`src/rtl/hub75_pkg.sv`:
```
// Shared constants, FSM state type and brightness helper for the HUB75 row scanner.
package hub75_pkg;

    localparam int unsigned PANEL_COLS      = 64;
    localparam int unsigned PANEL_ROWS_HALF = 16;
    localparam int unsigned COL_W           = $clog2(PANEL_COLS);
    localparam int unsigned ROW_W           = $clog2(PANEL_ROWS_HALF);
    localparam int unsigned FB_ADDR_W       = 1 + ROW_W + COL_W;
    localparam int unsigned PIX_W           = 6;
    localparam int unsigned ON_W            = 16;
    localparam int unsigned BRIGHT_W        = 8;
    // Two prefetch cycles ahead of the 2-cycle-per-column shift.
    localparam int unsigned SHIFT_CYCLES    = 2 * PANEL_COLS + 2;
    localparam int unsigned SHIFT_CNT_W     = $clog2(SHIFT_CYCLES);

    typedef enum logic [1:0] {
        ST_IDLE,
        ST_SHIFT,
        ST_LATCH,
        ST_DISPLAY
    } state_e;

    function automatic logic [ON_W-1:0] dim_on_cycles(input logic [ON_W-1:0]     on_time,
                                                      input logic [BRIGHT_W-1:0] bright);
        return ON_W'((32'(on_time) * 32'(bright)) >> 8);
    endfunction

endpackage

```
`src/rtl/hub75_oe_timer.sv`:
```
// DISPLAY window timer: counts ON_TIME cycles and drives OEb low for the lit part.
// With HUB75_DIM_EN the lit part shrinks to (ON_TIME*bright_i)>>8 cycles.
module hub75_oe_timer
    import hub75_pkg::*;
#(
    parameter int unsigned ON_TIME = 256
) (
    input  logic                clk_i,
    input  logic                rst_i,
    input  logic                load_i,
`ifdef HUB75_DIM_EN
    input  logic [BRIGHT_W-1:0] bright_i,
`endif
    output logic                oeb_o,
    output logic                last_o
);

    logic [ON_W-1:0] cnt_q;
    logic [ON_W-1:0] on_q;
    logic [ON_W-1:0] on_load;
    logic            oeb_q;
    logic            last_q;

`ifdef HUB75_DIM_EN
    assign on_load = dim_on_cycles(ON_W'(ON_TIME), bright_i);
`else
    assign on_load = ON_W'(ON_TIME);
`endif

    // oeb_q/last_q are computed one cycle ahead so both leave here registered.
    always_ff @(posedge clk_i or posedge rst_i) begin
        if (rst_i) begin
            cnt_q  <= '0;
            on_q   <= '0;
            oeb_q  <= 1'b1;
            last_q <= 1'b0;
        end else if (load_i) begin
            cnt_q  <= ON_W'(ON_TIME);
            on_q   <= on_load;
            oeb_q  <= (on_load == '0);
            last_q <= (ON_TIME == 1);
        end else if (cnt_q != '0) begin
            cnt_q  <= cnt_q - ON_W'(1);
            if (on_q != '0) begin
                on_q <= on_q - ON_W'(1);
            end
            oeb_q  <= (cnt_q <= ON_W'(1)) || (on_q <= ON_W'(1));
            last_q <= (cnt_q == ON_W'(2));
        end
    end

    assign oeb_o  = oeb_q;
    assign last_o = last_q;

endmodule

```
`src/rtl/hub75_scanner.sv`:
```
// HUB75 panel row scanner: fetches a row from the framebuffer, shifts, latches, displays.
// Optional macro HUB75_DIM_EN adds bright_i for PWM dimming of the display window.
module hub75_scanner
    import hub75_pkg::*;
#(
    parameter int unsigned ON_TIME = 256
) (
    input  logic                 clk_i,
    input  logic                 rst_i,
    input  logic                 enable_i,
    input  logic                 buf_sel_i,
    output logic [FB_ADDR_W-1:0] fb_addr_o,
    input  logic [PIX_W-1:0]     fb_data_i,
`ifdef HUB75_DIM_EN
    input  logic [BRIGHT_W-1:0]  bright_i,
`endif
    output logic                 r1_o,
    output logic                 g1_o,
    output logic                 b1_o,
    output logic                 r2_o,
    output logic                 g2_o,
    output logic                 b2_o,
    output logic                 pclk_o,
    output logic                 stb_o,
    output logic                 oeb_o,
    output logic [ROW_W-1:0]     addr_o,
    output logic                 frame_done_o
);

    state_e                 state_q;
    logic                   buf_q;
    logic [ROW_W-1:0]       row_q;
    logic [COL_W-1:0]       col_q;
    logic [SHIFT_CNT_W-1:0] cnt_q;
    logic [PIX_W-1:0]       pix_q;
    logic                   pclk_q;
    logic                   stb_q;
    logic [ROW_W-1:0]       addr_q;
    logic                   frame_done_q;
    logic                   disp_last;
    logic                   latch_c;

    assign latch_c = (state_q == ST_LATCH);

    hub75_oe_timer #(
        .ON_TIME (ON_TIME)
    ) u_oe_timer (
        .clk_i    (clk_i),
        .rst_i    (rst_i),
        .load_i   (latch_c),
`ifdef HUB75_DIM_EN
        .bright_i (bright_i),
`endif
        .oeb_o    (oeb_o),
        .last_o   (disp_last)
    );

    // Shift cycle k: address col k/2 is presented, its data arrives in cycle k+1.
    always_ff @(posedge clk_i or posedge rst_i) begin
        if (rst_i) begin
            state_q      <= ST_IDLE;
            buf_q        <= 1'b0;
            row_q        <= '0;
            col_q        <= '0;
            cnt_q        <= '0;
            pix_q        <= '0;
            pclk_q       <= 1'b0;
            stb_q        <= 1'b0;
            addr_q       <= '0;
            frame_done_q <= 1'b0;
        end else begin
            frame_done_q <= 1'b0;
            case (state_q)
                ST_IDLE: begin
                    if (enable_i) begin
                        state_q <= ST_SHIFT;
                        buf_q   <= buf_sel_i;
                        row_q   <= '0;
                        col_q   <= '0;
                        cnt_q   <= '0;
                    end
                end
                ST_SHIFT: begin
                    cnt_q <= cnt_q + SHIFT_CNT_W'(1);
                    if (cnt_q[0] && (col_q != COL_W'(PANEL_COLS - 1))) begin
                        col_q <= col_q + COL_W'(1);
                    end
                    if (cnt_q[0] && (cnt_q < SHIFT_CNT_W'(2 * PANEL_COLS))) begin
                        pix_q <= fb_data_i;
                    end
                    pclk_q <= ~cnt_q[0] && (cnt_q >= SHIFT_CNT_W'(2));
                    if (cnt_q == SHIFT_CNT_W'(SHIFT_CYCLES - 1)) begin
                        state_q <= ST_LATCH;
                        stb_q   <= 1'b1;
                        addr_q  <= row_q;
                    end
                end
                ST_LATCH: begin
                    stb_q   <= 1'b0;
                    state_q <= ST_DISPLAY;
                end
                ST_DISPLAY: begin
                    if (disp_last) begin
                        col_q <= '0;
                        cnt_q <= '0;
                        if (row_q == ROW_W'(PANEL_ROWS_HALF - 1)) begin
                            frame_done_q <= 1'b1;
                        end
                        if (enable_i) begin
                            state_q <= ST_SHIFT;
                            row_q   <= row_q + ROW_W'(1);
                            if (row_q == ROW_W'(PANEL_ROWS_HALF - 1)) begin
                                buf_q <= buf_sel_i;
                            end
                        end else begin
                            state_q <= ST_IDLE;
                            row_q   <= '0;
                        end
                    end
                end
                default: state_q <= ST_IDLE;
            endcase
        end
    end

    assign fb_addr_o    = {buf_q, row_q, col_q};
    assign {r1_o, g1_o, b1_o, r2_o, g2_o, b2_o} = pix_q;
    assign pclk_o       = pclk_q;
    assign stb_o        = stb_q;
    assign addr_o       = addr_q;
    assign frame_done_o = frame_done_q;

endmodule
```
`config.mk`:
```
export PLATFORM = sky130hd
export DESIGN_NAME = hub75_scanner
export DESIGN_NICKNAME = d
export VERILOG_FILES = /design/src/rtl/hub75_pkg.sv /design/src/rtl/hub75_oe_timer.sv /design/src/rtl/hub75_scanner.sv
export SDC_FILE = /design/constraint.sdc
export NUM_CORES = 1
export LEC_CHECK = 0
export BUFFER_PORTS_ARGS = -buffer_cell sky130_fd_sc_hd__buf_2
export CORE_ASPECT_RATIO = 1.1
export CORE_UTILIZATION = 49
export DETAILED_ROUTE_END_ITERATION = 7
export PLACE_DENSITY = 0.68
export SETUP_SLACK_MARGIN = 0.02
export SLEW_MARGIN = 30
export SYNTH_ARGS = -nofsm -noshare
export SYNTH_HDL_FRONTEND = slang
export SYNTH_SLANG_ARGS = --single-unit
```
`constraint.sdc`:
```
create_clock -name clk_i -period 2.35 [get_ports clk_i]
set_clock_uncertainty 0.1 [all_clocks]
set_input_delay 0.1175 -clock clk_i [delete_from_list [all_inputs] [get_ports clk_i]]
set_output_delay 0.1175 -clock clk_i [all_outputs]
set_load 0.01 [all_outputs]
```
==> metrics.log <==
[metrics] Syn. warnings: 0
[metrics] outcome: completed
[metrics] part of the total power dissipated in the clock network: 42.9%
[metrics] xor and xnor area share after synthesis: 4.394%
[metrics] cell area after synthesis: 0.003787 mm^2
[metrics] CTS clk-pin slew, worst paths: 0.08 ns
[metrics] Clock Latency Late Sink: 0.35 ns
[metrics] cell at the root of the clock tree: sky130_fd_sc_hd__clkbuf_8
[metrics] flip-flop and latch area: 0.001703 mm^2
[metrics] maximum number of pins on one net before global-route repair: 49
[metrics] unrepaired setup endpoints after global routing: no
[metrics] headroom to the max-slew limit: 63.00%
[metrics] non-filler cells, final: 549
[metrics] Iteration-0 DRC Markers: 161
[metrics] average cell area after synthesis: 9.812 um^2
[metrics] Seq/Total Area, Yosys: 44.96%
[metrics] Core Box Area: 0.007473 mm^2
[metrics] placed wire-length estimate: 5.343 mm
[metrics] Max-Cap Viols: 0
[metrics] I/O pins: 35
[metrics] Synthesized Nets: 412
[metrics] Worst setup EP type: flip-flop
[metrics] total congestion overflow: 0
[metrics] CTS tree: built
[metrics] initial core utilization: 50.68%
[metrics] CP max FO: 7
[metrics] Area Overhead vs Synth: 16.78%
[metrics] filler cell count: 620
[metrics] via density per instance: 5.514
[metrics] weighted congestion reported at the end of routability-driven placement: 0.8211
[metrics] most frequent cells in the layout: 67 x sky130_fd_sc_hd__dfrtp_1, 45 x sky130_fd_sc_hd__nor2_1, 34 x sky130_fd_sc_hd__buf_2, 32 x sky130_fd_sc_hd__nand2_1, 23 x sky130_fd_sc_hd__o21ai_0
[metrics] post-synthesis instance total: 386
[metrics] CP Launch Type: flip-flop
[metrics] row count: 33
[metrics] fin area: 0.004423 mm^2
[metrics] mux cell area share after synthesis: 4.922%
[metrics] fin crit period: 2.193 ns
[metrics] Combinational Power Share: 2.9%
[metrics] path type of the worst setup path: flip-flop to flip-flop
[metrics] Max Fclk: 456.0 MHz
[metrics] share of the cycle needed by the critical path after routing: 93.31%
[metrics] Placed Cells: 524
[metrics] compound-gate portion of the synthesized area: 11.93%
[metrics] final slew viol count: 0
[metrics] wire length of the first global-routing pass: 13.81 mm
[metrics] power per cell area: 490.5 mW/mm^2
[metrics] die boundary width: 85.83 um
[metrics] number of levels in the clock H-tree: 3
[metrics] WL per Instance: 14.25 um
[metrics] overall die area: 0.008086 mm^2
[metrics] setup TNS: 0 ns
[metrics] main combinational cell family by area after synthesis: simple AND/OR/NAND/NOR gates
[metrics] Synth Area in Adders: 5.286%
[metrics] cell breakdown of the critical path: inv_1 -> ha_1 -> nor2b_1 -> or3_1 -> or4_1 -> nand2_1 -> a22o_1
[metrics] cell internal power dissipation: 1685 uW
[metrics] cell with the largest stage delay on the worst path: sky130_fd_sc_hd__or4_1
[metrics] count of unresolved DRC violations after routing: 0
[metrics] Port-buffer cells: 34
[metrics] number of sinks handled by clock tree synthesis: 68
[metrics] Die Span Y: 94.21 um
[metrics] Switching Share: 22.33%
[metrics] Synth async-reset ratio: 100.0%
[metrics] number of nets in the layout: 465
[metrics] number of flops mapped to enable cells by yosys: 0
[metrics] area occupied by multi-input gates: 0.001986 mm^2
[metrics] cts bufs inserted: 9
[metrics] number of global-route vias before repair: 2,982
[metrics] register bit total from synthesis: 68
[metrics] initial antenna violation count: 0
[metrics] wire length after detailed routing: 7.822 mm
[metrics] arrival time at the worst endpoint: 2.37 ns
[metrics] data required time of the critical path: 2.53 ns
[metrics] worst min path class: input port to async pin
[metrics] vias after detailed routing: 3,027
[metrics] number of diodes added for antenna fixing: 0
[metrics] slew at the pin closest to its max-slew limit: 0.5505 ns
[metrics] register share of total power: 54.3%
[metrics] leakage: 0.002152 uW
[metrics] simple-gate share of the synthesized area: 25.67%
[metrics] top_reg_cell synth: sky130_fd_sc_hd__dfrtp_1
[metrics] number of buffer and inverter instances along the worst setup path: 1
[metrics] Max clock buf depth: 2
[metrics] crit-path max cell delay: 0.47 ns
[metrics] synth unique cells: 58
[metrics] most common cell after layout, fill and taps aside: sky130_fd_sc_hd__dfrtp_1
[metrics] final setup vio count: 0
[metrics] hold violation total from the final report: 0
[metrics] number of iterations in the first detailed-routing pass: 4
[metrics] Max IR drop VDD: 422.9 uV
[metrics] post-detailed-placement cell area: 0.004129 mm^2
[metrics] total global routing track utilization: 21.74%
[metrics] antenna-violating nets left: 0
[metrics] cell family contributing the most delay on the critical path: simple AND/OR/NAND/NOR gates
[metrics] reported net switching power: 484.4 uW
[metrics] ratio of cells with drive above 1 in the final layout: 19.82%
## path summary, 6_finish.rpt
kind	slack, ns	depth (start not counted)	startpoint	end
min reg2reg	0.38	2	pclk_o	pclk_o
max reg2reg	0.16	7	state_q[0]	cnt_q[6]
max	0.16	7	state_q[0]	cnt_q[6]
min in group clk_i	0.38	2	pclk_o	pclk_o
max in group asynchronous	1.23	4	rst_i	u_oe_timer.oeb_o
min	0.24	3	rst_i	col_q[0]
## cell type report
class / instances / share of cell area (%)
flip-flops and latches: 68 / 38.50
clock buffers: 9 / 2.801
well taps: 105 / 2.970
repair buffers: 55 / 8.289
multi-input cells: 293 / 44.89
inverters: 12 / 1.018
clock inverters: 7 / 1.528
## logic make-up (layout without fill, tap and decap cells)
kind of cell | Yosys count | after routing
AOI/OAI and AO/OA | 69 | 69
xor gates and xnor gates | 19 | 19
adders and majority gates | 16 | 16
buffers and inverters | 25 | 83
DFF | 68 | 68
muxes | 17 | 17
and+or+nand+nor | 172 | 172
## flip-flops by register name (all words and copies together), names as in the netlist, 2 cells and up
register          flops
u_oe_timer.cnt_q     16
row_q                 4
addr_o                4
state_q               2
u_oe_timer.on_q      16
pix_q                 6
col_q                 6
cnt_q                 8
## Yosys cell counts, types with 3 or more instances
master | number | share of area (%)
sky130_fd_sc_hd__and3_1 | 4 | 0.66
sky130_fd_sc_hd__nand4b_1 | 5 | 1.2
sky130_fd_sc_hd__nand3_1 | 15 | 2.0
sky130_fd_sc_hd__xor2_1 | 14 | 3.2
sky130_fd_sc_hd__nand4_1 | 9 | 1.5
sky130_fd_sc_hd__clkbuf_1 | 9 | 0.89
sky130_fd_sc_hd__xnor2_1 | 5 | 1.2
sky130_fd_sc_hd__nor2b_1 | 4 | 0.66
sky130_fd_sc_hd__nor4b_1 | 3 | 0.69
sky130_fd_sc_hd__nor2_1 | 45 | 4.5
sky130_fd_sc_hd__o31ai_1 | 8 | 1.6
sky130_fd_sc_hd__mux2_2 | 12 | 3.6
sky130_fd_sc_hd__nand2b_1 | 4 | 0.66
sky130_fd_sc_hd__a21oi_1 | 13 | 1.7
sky130_fd_sc_hd__nand3b_1 | 3 | 0.59
sky130_fd_sc_hd__inv_1 | 11 | 1.1
sky130_fd_sc_hd__nor3_1 | 11 | 1.5
sky130_fd_sc_hd__dfrtp_1 | 67 | 44
sky130_fd_sc_hd__nor4_1 | 7 | 1.2
sky130_fd_sc_hd__ha_1 | 16 | 5.3
sky130_fd_sc_hd__a22o_1 | 5 | 1.2
sky130_fd_sc_hd__or3_1 | 5 | 0.83
sky130_fd_sc_hd__o21ai_0 | 23 | 3.0
sky130_fd_sc_hd__mux2i_1 | 4 | 1.1
sky130_fd_sc_hd__nor4_2 | 3 | 0.99
sky130_fd_sc_hd__or4_1 | 9 | 1.8
sky130_fd_sc_hd__nand2_1 | 32 | 3.2
## metal layers
metal	GRT usage [%]	share of wire [%]
met1	27.11	47
met2	36.80	49
met3	3.515	2.6
met4	10.28	1.9
met5	0	0
## worst reg2reg max path, delay by kind of cell (launching register included)
kind / cells / cell delay (ns)
AO/OA/AOI/OAI: 1 / 0.13
adder cells (fa/ha/maj): 1 / 0.28
flip-flops: 1 / 0.40
buffers and inverters: 1 / 0.11
AND/OR/NAND/NOR: 4 / 1.11
## repair_timing
| action | 4_1_cts | 5_1_grt |
|---|---|---|
| setup buffers | 0 | 0 |
| hold buffers | 9 | 0 |
| resized for setup | 0 | 2 |
| endpoints found under the setup margin | 0 | 9 |
| hold endpoints to repair | 28 | 0 |
## power groups by stage
stage / combinational, uW / clock (uW) / sequential [uW]
4_1_cts: 63.9 / 962 / 1180
6_report: 62.6 / 930 / 1180
2_1_floorplan: 23.7 / 0 / 1200
3_3_place_gp: 52.3 / 0 / 1200
3_5_place_dp: 52.4 / 0 / 1200
5_1_grt: 71.6 / 1010 / 1180
## metrics by stage
| step | setup WS (ns) | utilization, % | power (uW) | hold WS (ns) |
|---|---|---|---|---|
| 3_5_place_dp | 0.1527 | 55.25 | 1252 | 0.06131 |
| 2_1_floorplan | 0.2326 | - | 1226 | 0.1680 |
| 4_1_cts | 0.1443 | 59.02 | 2203 | 0.2335 |
| 6_report | 0.1572 | 59.18 | 2170 | 0.2398 |
| 3_3_place_gp | 0.1919 | 55.25 | 1252 | 0.06405 |
| 5_1_grt | 0.02556 | 59.18 | 2263 | 0.2634 |
No activity file was read; power rests on OpenSTA's default activity.
